<file path="src/rtl/fetch_if.sv">
// fetch_if: fetch-stage bus between ROM/control (slave side) and the fetch stage (master side)
interface fetch_if #(
  parameter int TAM_POSICIONES = 1024,
  parameter int TAM_PALABRA = 32
);
  localparam int AW = $clog2(TAM_POSICIONES);
  logic STALL;
  logic BRANCH_TAKEN;
  logic [TAM_PALABRA-1:0] BRANCH_TARGET;
  logic [AW-1:0] INS_ADDRESS;
  logic [TAM_PALABRA-1:0] INSTRUCTION_IN;
  logic [TAM_PALABRA-1:0] PC_OUT;
  logic [TAM_PALABRA-1:0] IF_ID_PC;
  logic [TAM_PALABRA-1:0] IF_ID_INSTR;
  logic IF_ID_VALID;
  logic MISALIGNED;
  logic [TAM_PALABRA-1:0] FETCH_COUNT;
  modport master (
    input STALL, BRANCH_TAKEN, BRANCH_TARGET, INSTRUCTION_IN,
    output INS_ADDRESS, PC_OUT, IF_ID_PC, IF_ID_INSTR, IF_ID_VALID, MISALIGNED, FETCH_COUNT
  );
  modport slave (
    output STALL, BRANCH_TAKEN, BRANCH_TARGET, INSTRUCTION_IN,
    input INS_ADDRESS, PC_OUT, IF_ID_PC, IF_ID_INSTR, IF_ID_VALID, MISALIGNED, FETCH_COUNT
  );
endinterface

</file>
<file path="src/rtl/fetch_stage.sv">
// fetch_stage: RISC-V instruction fetch with PC, IF/ID register, branch redirect/flush and stall
module fetch_stage #(
  parameter int TAM_POSICIONES = 1024,
  parameter int TAM_PALABRA = 32,
  parameter logic [TAM_PALABRA-1:0] RESET_PC = '0
) (
  input logic CLK,
  input logic RST,
  fetch_if.master bus
);
  localparam int AW = $clog2(TAM_POSICIONES);
  localparam logic [TAM_PALABRA-1:0] NOP = TAM_PALABRA'(32'h00000013);
  logic [TAM_PALABRA-1:0] pc_q, pc_d, if_id_pc_q, if_id_pc_d;
  logic [TAM_PALABRA-1:0] if_id_instr_q, if_id_instr_d, fetch_count_q, fetch_count_d;
  logic if_id_valid_q, if_id_valid_d, misaligned_q, misaligned_d;
  logic hold;
  // a taken branch overrides stall: redirect and flush take priority
  always_comb begin
    hold = bus.STALL;
    pc_d = bus.BRANCH_TAKEN ? {bus.BRANCH_TARGET[TAM_PALABRA-1:2], 2'b00} :
           hold ? pc_q : pc_q + TAM_PALABRA'(4);
    if_id_pc_d = bus.BRANCH_TAKEN ? '0 : hold ? if_id_pc_q : pc_q;
    if_id_instr_d = bus.BRANCH_TAKEN ? NOP : hold ? if_id_instr_q : bus.INSTRUCTION_IN;
    if_id_valid_d = bus.BRANCH_TAKEN ? 1'b0 : hold ? if_id_valid_q : 1'b1;
    fetch_count_d = (bus.BRANCH_TAKEN || hold) ? fetch_count_q : fetch_count_q + TAM_PALABRA'(1);
    misaligned_d = bus.BRANCH_TAKEN && (bus.BRANCH_TARGET[1:0] != 2'b00);
  end
  always_ff @(posedge CLK or posedge RST) begin
    if (RST) begin
      pc_q <= RESET_PC;
      if_id_pc_q <= '0;
      if_id_instr_q <= NOP;
      if_id_valid_q <= 1'b0;
      misaligned_q <= 1'b0;
      fetch_count_q <= '0;
    end else begin
      pc_q <= pc_d;
      if_id_pc_q <= if_id_pc_d;
      if_id_instr_q <= if_id_instr_d;
      if_id_valid_q <= if_id_valid_d;
      misaligned_q <= misaligned_d;
      fetch_count_q <= fetch_count_d;
    end
  end
  assign bus.INS_ADDRESS = pc_q[AW+1:2];
  assign bus.PC_OUT = pc_q;
  assign bus.IF_ID_PC = if_id_pc_q;
  assign bus.IF_ID_INSTR = if_id_instr_q;
  assign bus.IF_ID_VALID = if_id_valid_q;
  assign bus.MISALIGNED = misaligned_q;
  assign bus.FETCH_COUNT = fetch_count_q;
endmodule
</file>
<file path="src/flat_wrapper.sv">
// flat-port wrapper written by rule: the top's interface ports become plain ports
module fetch_stage_flat 
#(
  parameter int TAM_POSICIONES = 1024,
  parameter int TAM_PALABRA = 32,
  parameter logic [TAM_PALABRA-1:0] RESET_PC = '0
)
  (CLK, RST, bus_STALL, bus_BRANCH_TAKEN, bus_BRANCH_TARGET, bus_INSTRUCTION_IN, bus_INS_ADDRESS, bus_PC_OUT, bus_IF_ID_PC, bus_IF_ID_INSTR, bus_IF_ID_VALID, bus_MISALIGNED, bus_FETCH_COUNT);
  fetch_if #(.TAM_POSICIONES(TAM_POSICIONES), .TAM_PALABRA(TAM_PALABRA)) bus_i ();
  input logic CLK;
  input logic RST;
  input wire logic [$bits(bus_i.STALL)-1:0] bus_STALL;
  input wire logic [$bits(bus_i.BRANCH_TAKEN)-1:0] bus_BRANCH_TAKEN;
  input wire logic [$bits(bus_i.BRANCH_TARGET)-1:0] bus_BRANCH_TARGET;
  input wire logic [$bits(bus_i.INSTRUCTION_IN)-1:0] bus_INSTRUCTION_IN;
  output wire logic [$bits(bus_i.INS_ADDRESS)-1:0] bus_INS_ADDRESS;
  output wire logic [$bits(bus_i.PC_OUT)-1:0] bus_PC_OUT;
  output wire logic [$bits(bus_i.IF_ID_PC)-1:0] bus_IF_ID_PC;
  output wire logic [$bits(bus_i.IF_ID_INSTR)-1:0] bus_IF_ID_INSTR;
  output wire logic [$bits(bus_i.IF_ID_VALID)-1:0] bus_IF_ID_VALID;
  output wire logic [$bits(bus_i.MISALIGNED)-1:0] bus_MISALIGNED;
  output wire logic [$bits(bus_i.FETCH_COUNT)-1:0] bus_FETCH_COUNT;
  assign bus_i.STALL = bus_STALL;
  assign bus_i.BRANCH_TAKEN = bus_BRANCH_TAKEN;
  assign bus_i.BRANCH_TARGET = bus_BRANCH_TARGET;
  assign bus_i.INSTRUCTION_IN = bus_INSTRUCTION_IN;
  assign bus_INS_ADDRESS = bus_i.INS_ADDRESS;
  assign bus_PC_OUT = bus_i.PC_OUT;
  assign bus_IF_ID_PC = bus_i.IF_ID_PC;
  assign bus_IF_ID_INSTR = bus_i.IF_ID_INSTR;
  assign bus_IF_ID_VALID = bus_i.IF_ID_VALID;
  assign bus_MISALIGNED = bus_i.MISALIGNED;
  assign bus_FETCH_COUNT = bus_i.FETCH_COUNT;
  fetch_stage #(.TAM_POSICIONES(TAM_POSICIONES), .TAM_PALABRA(TAM_PALABRA), .RESET_PC(RESET_PC)) u_core (.CLK(CLK), .RST(RST), .bus(bus_i));
endmodule
</file>
<file path="config.mk">
export PLATFORM = sky130hd
export DESIGN_NAME = fetch_stage_flat
export DESIGN_NICKNAME = d
export VERILOG_FILES = /design/src/rtl/fetch_if.sv /design/src/rtl/fetch_stage.sv /design/src/flat_wrapper.sv
export SDC_FILE = /design/constraint.sdc
export NUM_CORES = 1
export LEC_CHECK = 0
export CAP_MARGIN = 20
export CORE_MARGIN = 4
export CORE_UTILIZATION = 47
export CTS_BUF_LIST = sky130_fd_sc_hd__clkbuf_8
export DETAILED_ROUTE_END_ITERATION = 6
export GPL_TIMING_DRIVEN = 1
export PLACE_DENSITY = 0.8
export SLEW_MARGIN = 20
export SYNTH_ARGS = -nofsm -noshare
export SYNTH_HDL_FRONTEND = slang
export SYNTH_SLANG_ARGS = --single-unit
</file>
<file path="constraint.sdc">
create_clock -name CLK -period 5.5 [get_ports CLK]
set_clock_uncertainty 0.2 [all_clocks]
set_input_delay 1.65 -clock CLK [delete_from_list [all_inputs] [get_ports CLK]]
set_output_delay 1.65 -clock CLK [all_outputs]
set_load 0.02 [all_outputs]
</file>
Yosys cells after proc, flatten, opt, wreduce, memory -nomap -nowiden
Index checks and enable logic that the tools add are counted.
Widths: inputs -> output; s select.
{ "word_totals": {"ff_bits": 130, "in_bits": 68, "out_inout_bits": 140, "wordCells": 20} }
{ "classes": {"add_sub_neg": 2, "n_eq_ne": 1, "muxes": 8, "reduce_logical": 3} }
{ "ops": {"columns": ["op", "n"], "rows": [
  ["$mux 32", 6],
  ["$add 32x1->32 const B", 1],
  ["$add 32x3->32 const B", 1],
  ["$mux 1", 2],
  ["$ne 2x1->1 const B", 1],
  ["$reduce_bool 2->1", 1],
  ["$logic_and 1x1->1", 1],
  ["$logic_or 1x1->1", 1]
]} }

Longest topological paths before layout
{ "depth": {"depth_word": 3, "ltp_mapped": 7, "mapped_depth_nobuf": 5} }

Worst setup path before layout
OpenSTA, ideal clock, no wires.
{ "synth_timing": {"kind": "input -> register", "from": "in bus_STALL", "to": "reg u_core.fetch_count_q[16] (netlist: u_core.bus.FETCH_COUNT[16])", "setup_ns": 0.131, "arrival_ns": 3.101, "t_required_ns": 5.169, "setup_slack_ns": 2.068, "cell_stages": 6, "path_cell_list": "clkbuf_1 -> or3b_2 -> nor3_1 -> clkbuf_1 -> nand4_1 -> xnor2_1"} }
{ "synth_between": {"elab_chain_len": 1} }
{ "synth_rtl": {"columns": ["element", "line_no", "source"], "rows": [
  ["start, declared", "flat_wrapper.sv:12", "input wire logic [$bits(bus_i.STALL)-1:0] bus_STALL;"],
  ["$logic_or 1x1->1", "fetch_stage.sv:25", "fetch_count_d = (bus.BRANCH_TAKEN || hold) ? fetch_count_q : fetch_count_q + TAM_PALABRA'(1);"],
  ["end signal, assigned", "fetch_stage.sv:42", "fetch_count_q <= fetch_count_d;"],
  ["end, declared", "fetch_stage.sv:14", "logic [TAM_PALABRA-1:0] if_id_instr_q, if_id_instr_d, fetch_count_q, fetch_count_d;"]
]} }
Every way passes these cells.
A chain may end at the register's enable or synchronous reset.

Worst setup path in the final report
{ "layout_timing": {"from": "reg u_core.pc_q[4] (netlist: u_core.bus.PC_OUT[4])", "to": "out bus_INS_ADDRESS[2]"} }
{ "layout_rtl": {"columns": ["element", "line_no", "source"], "rows": [
  ["start, declared", "fetch_stage.sv:13", "logic [TAM_PALABRA-1:0] pc_q, pc_d, if_id_pc_q, if_id_pc_d;"],
  ["start signal, assigned", "fetch_stage.sv:37", "pc_q <= pc_d;"],
  ["end, declared", "flat_wrapper.sv:16", "output wire logic [$bits(bus_i.INS_ADDRESS)-1:0] bus_INS_ADDRESS;"]
]} }
No word-level cell between the ends.

==> tab_implementation.tex <==
\begin{tabular}{lr}
\hline
Metric & Value \\
\hline
\multicolumn{2}{l}{\textbf{Timing}} \\
Final clock period utilization by the worst path & 64.7\% \\
Final Max Slew Viols & 0 \\
Headroom to the max-slew limit & 42.5\% \\
Unrepaired setup endpoints after global routing & no \\
Slew @ Worst Pin & 0.863 ns \\
Maximum clock rate & 281 MHz \\
Final-report setup violation count & 0 \\
Clock period minus final worst setup slack & 3.56 ns \\
Sum Neg Setup Slack & 0 ns \\
Final hold violation count & 0 \\
Worst hold-check slack & 0.302 ns \\
\multicolumn{2}{l}{\textbf{Finish}} \\
Final instance area & 8300 µm² \\
Fraction of final layout cells sized beyond drive strength 1 & under 10\% \\
Number of antenna repair diodes & 0 \\
Most common cell after layout, fill and taps aside & clkdlybuf4s50\_1 \\
Commonest cells after routing, fill and taps aside & 203 x clkdlybuf4s50\_1, 124 x dfrtp\_1, 79 x nor2\_1 \\
Total of fill cells in the finished design & 920 \\
Post-layout instance count excluding filler cells & 917 \\
Number of nets in the final layout & about 810 \\
Area growth syn-to-layout & 42.6\% \\
\multicolumn{2}{l}{\textbf{Floorplan}} \\
Full die area & between 10000 and 15000 µm² \\
Ports & 208 \\
Width of the chip & 119 µm \\
DIE HEIGHT & around 120 µm \\
Floorplan Core Area & 12100 µm² \\
Number of cell rows & 40 \\
Initial Util & 48.3\% \\
\multicolumn{2}{l}{\textbf{CTS}} \\
Root buf cell & clkbuf\_8 \\
Clock latency reported for the late side of the worst-skew pair & $\sim$0.43 ns \\
Number of buffers created by CTS & 17 \\
Total clock sinks & 127 \\
CTS tree & done \\
CTS Hold Buffers Added & 0 \\
Setup Fix Bufs, Post-CTS & 0 \\
Clock Pin Slew Worst Setup and Hold Paths & 0.07 ns \\
Longest Clk Path Bufs & 2 \\
Post-CTS Resized & 0 \\
H-tree depth & 4 \\
\multicolumn{2}{l}{\textbf{Worst setup path}} \\
Startpoint kind of the worst setup timing path & register \\
Cell-by-cell trace of the critical path & clkdlybuf4s50\_1 \\
Required time of the critical path & 3.65 ns \\
Startpoint of the worst register-to-register path & u\_core.bus.PC\_OUT[8]\$\_DFFE\_PP0N\_ \\
WP data arrival & $\sim$1.7 ns \\
Highest cell delay on the worst timing path & 0.70 ns \\
Kind of capture point of the worst setup path & output port \\
Highest-delay cell along the critical path & clkdlybuf4s50\_1 \\
WP buf/inv & 1 \\
Crit-path max FO & 10 \\
Kind of critical path & reg2out \\
Worst-case register-to-register setup slack & 2.83 ns \\
Startpoint of the most critical setup path & u\_core.bus.PC\_OUT[4]\$\_DFFE\_PP0N\_ \\
Top Family by Delay on Critical Path & buffers and inverters \\
\multicolumn{2}{l}{\textbf{Route}} \\
Detailed-route vias per instance & 5.34 \\
Number of detailed-route iterations in the first pass & 5 \\
Initial detailed-routing violation count & roughly 360 \\
DRC viols & 0 \\
Number of vias after detailed routing & a little under 5000 \\
Detail Route Antenna Nets & 0 \\
Final routed wirelength across all metal layers & 16.0 mm \\
Post-DR wirelength/cell & 17.4 µm \\
\multicolumn{2}{l}{\textbf{Place}} \\
Count of port buffers added during placement & 205 \\
Routability Congestion & 0.797 \\
HPWL after detailed placement & 11.4 mm \\
Placed cell count & slightly below 900 \\
DP Area & 7940 µm² \\
\multicolumn{2}{l}{\textbf{Synth}} \\
Fraction of the yosys area taken by sequential cells & 54.6\% \\
Fraction of registers with async set/reset & between 90\% and 100\% \\
Mean post-synth cell area & 10.7 µm² \\
Mapped cell area & 5820 µm² \\
Post-synth EDFFs & 0 \\
Library cell occupying the most area in the post-synthesis netlist & dfrtp\_1 \\
Largest cells by area after synthesis & dfrtp\_1 53\%, mux2i\_1 11\%, nor2\_1 5.1\%, xnor2\_1 4.7\%, nand3\_1 2.4\% \\
Count of warnings emitted by yosys & 0 \\
Number of unique standard cell types used by synthesis & 41 \\
Primary FF master, synth & dfrtp\_1 \\
Number of flip-flops and latches in the synthesized netlist & about 130 \\
Area share of the largest cell type after synthesis & 53.3\% \\
Cells after synthesis & 545 \\
\multicolumn{2}{l}{\textbf{Power and ir drop}} \\
Static leakage & 0.00361 µW \\
Cell Pwr Density & 284 nW/µm² \\
Maximum resistive drop on vdd & 0.132 mV \\
\multicolumn{2}{l}{\textbf{Global routing}} \\
Vias in the first global route & 4959 \\
Routing usage on met3 & 7.26\% \\
Number of antenna violations at the first check in global routing & 0 \\
Wire length of the first global-routing pass & 25.7 mm \\
Routing usage on met1 & 28.3\% \\
Gr ovfl total & 0 \\
Global routing usage on met2 & approximately 37\% \\
Pin count of the biggest net entering global routing & between 60 and 70 \\
GRT Max-Usage Layer & met2 \\
Total routing usage reported by global routing & 22.6\% \\
\multicolumn{2}{l}{\textbf{Flow run}} \\
Count of max-cap constraint violations & 0 \\
\multicolumn{2}{l}{\textbf{Min path}} \\
Hold Startpoint & u\_core.bus.FETCH\_COUNT[30]\$\_DFFE\_PP0N\_ \\
Type of the tightest min-delay check & reg2reg \\
\multicolumn{2}{l}{\textbf{Status}} \\
Status & complete, no violations \\
\hline
\end{tabular}
[where the power goes]
part	total [µW]	switching (µW)	internal [µW]
sequential	1100	90.4	1010
combinational	506	256	251
clock	751	359	392
[synthesized netlist by cell type, types with 6 or more instances]
master      n
or4_1      17
nand2_1    35
dfrtp_1   124
buf_4      13
and3_1     13
or3_1       6
nor2_1     79
xor2_1     11
nand3_1    28
o21ai_0    17
a31oi_1    14
o31ai_1     9
mux2i_1    63
nand4_1    19
clkbuf_1   22
xnor2_1    31
[registers in the layout, indices dropped and copies added (netlist names)]
register	flops
u_core.bus.IF_ID_PC	31
u_core.bus.IF_ID_VALID	1
u_core.bus.MISALIGNED	1
u_core.bus.PC_OUT	30
u_core.bus.IF_ID_INSTR	32
u_core.bus.FETCH_COUNT	32
[per-layer routing]
layer	wire (µm)	up-vias
li1	-	2288
met1	6610	2395
met2	8000	197
met3	1190	18
met4	203	0
met5	0	-
[final timing paths]
check                                                         end  cells past startpoint
max reg2reg                     u_core.bus.PC_OUT[30]$_DFFE_PP0N_                      4
min                        u_core.bus.FETCH_COUNT[30]$_DFFE_PP0N_                      1
min in group asynchronous  u_core.bus.FETCH_COUNT[24]$_DFFE_PP0N_                      2
max                                            bus_INS_ADDRESS[2]                      1
min reg2reg                u_core.bus.FETCH_COUNT[30]$_DFFE_PP0N_                      1
max in group asynchronous  u_core.bus.IF_ID_INSTR[25]$_DFFE_PP0N_                      3
[through the flow]
stage               util, %  setup slack [ns]  power (µW)
floorplan                 -             0.271        1360
global placement       65.7              1.80        1610
detailed placement     65.8              1.75        1620
CTS                    68.8              1.92        2380
global route           68.8              1.87        2470
finish                 68.8              1.94        2350
[kinds of logic (layout without fill, tap and decap cells)]
| group | Yosys count | in the layout | synth area share, % |
|---|---|---|---|
| AND/OR/NAND/NOR | 218 | 218 | 18.9 |
| flip-flops | 127 | 127 | 54.6 |
| multiplexers | 64 | 64 | 11.0 |
| buffers and inverters | 46 | 249 | 3.95 |
| AO/OA/AOI/OAI | 45 | 45 | 4.73 |
| XOR/XNOR | 42 | 42 | 6.32 |
| adder cells (fa/ha/maj) | 2 | 2 | 0.430 |
| other | 1 | 2 | 0.0644 |
[final cells by class]
class	count	area (µm²)	share of cell area (%)
timing repair buffer	213	2100	25.3
sequential	127	3180	38.3
tap	168	210	2.53
inverter	4	17.5	0.211
clock inverter	15	134	1.61
clock buffer	17	234	2.82
multi-input combinational	373	2420	29.2
Note: power is estimated with default switching activity, not from simulation.
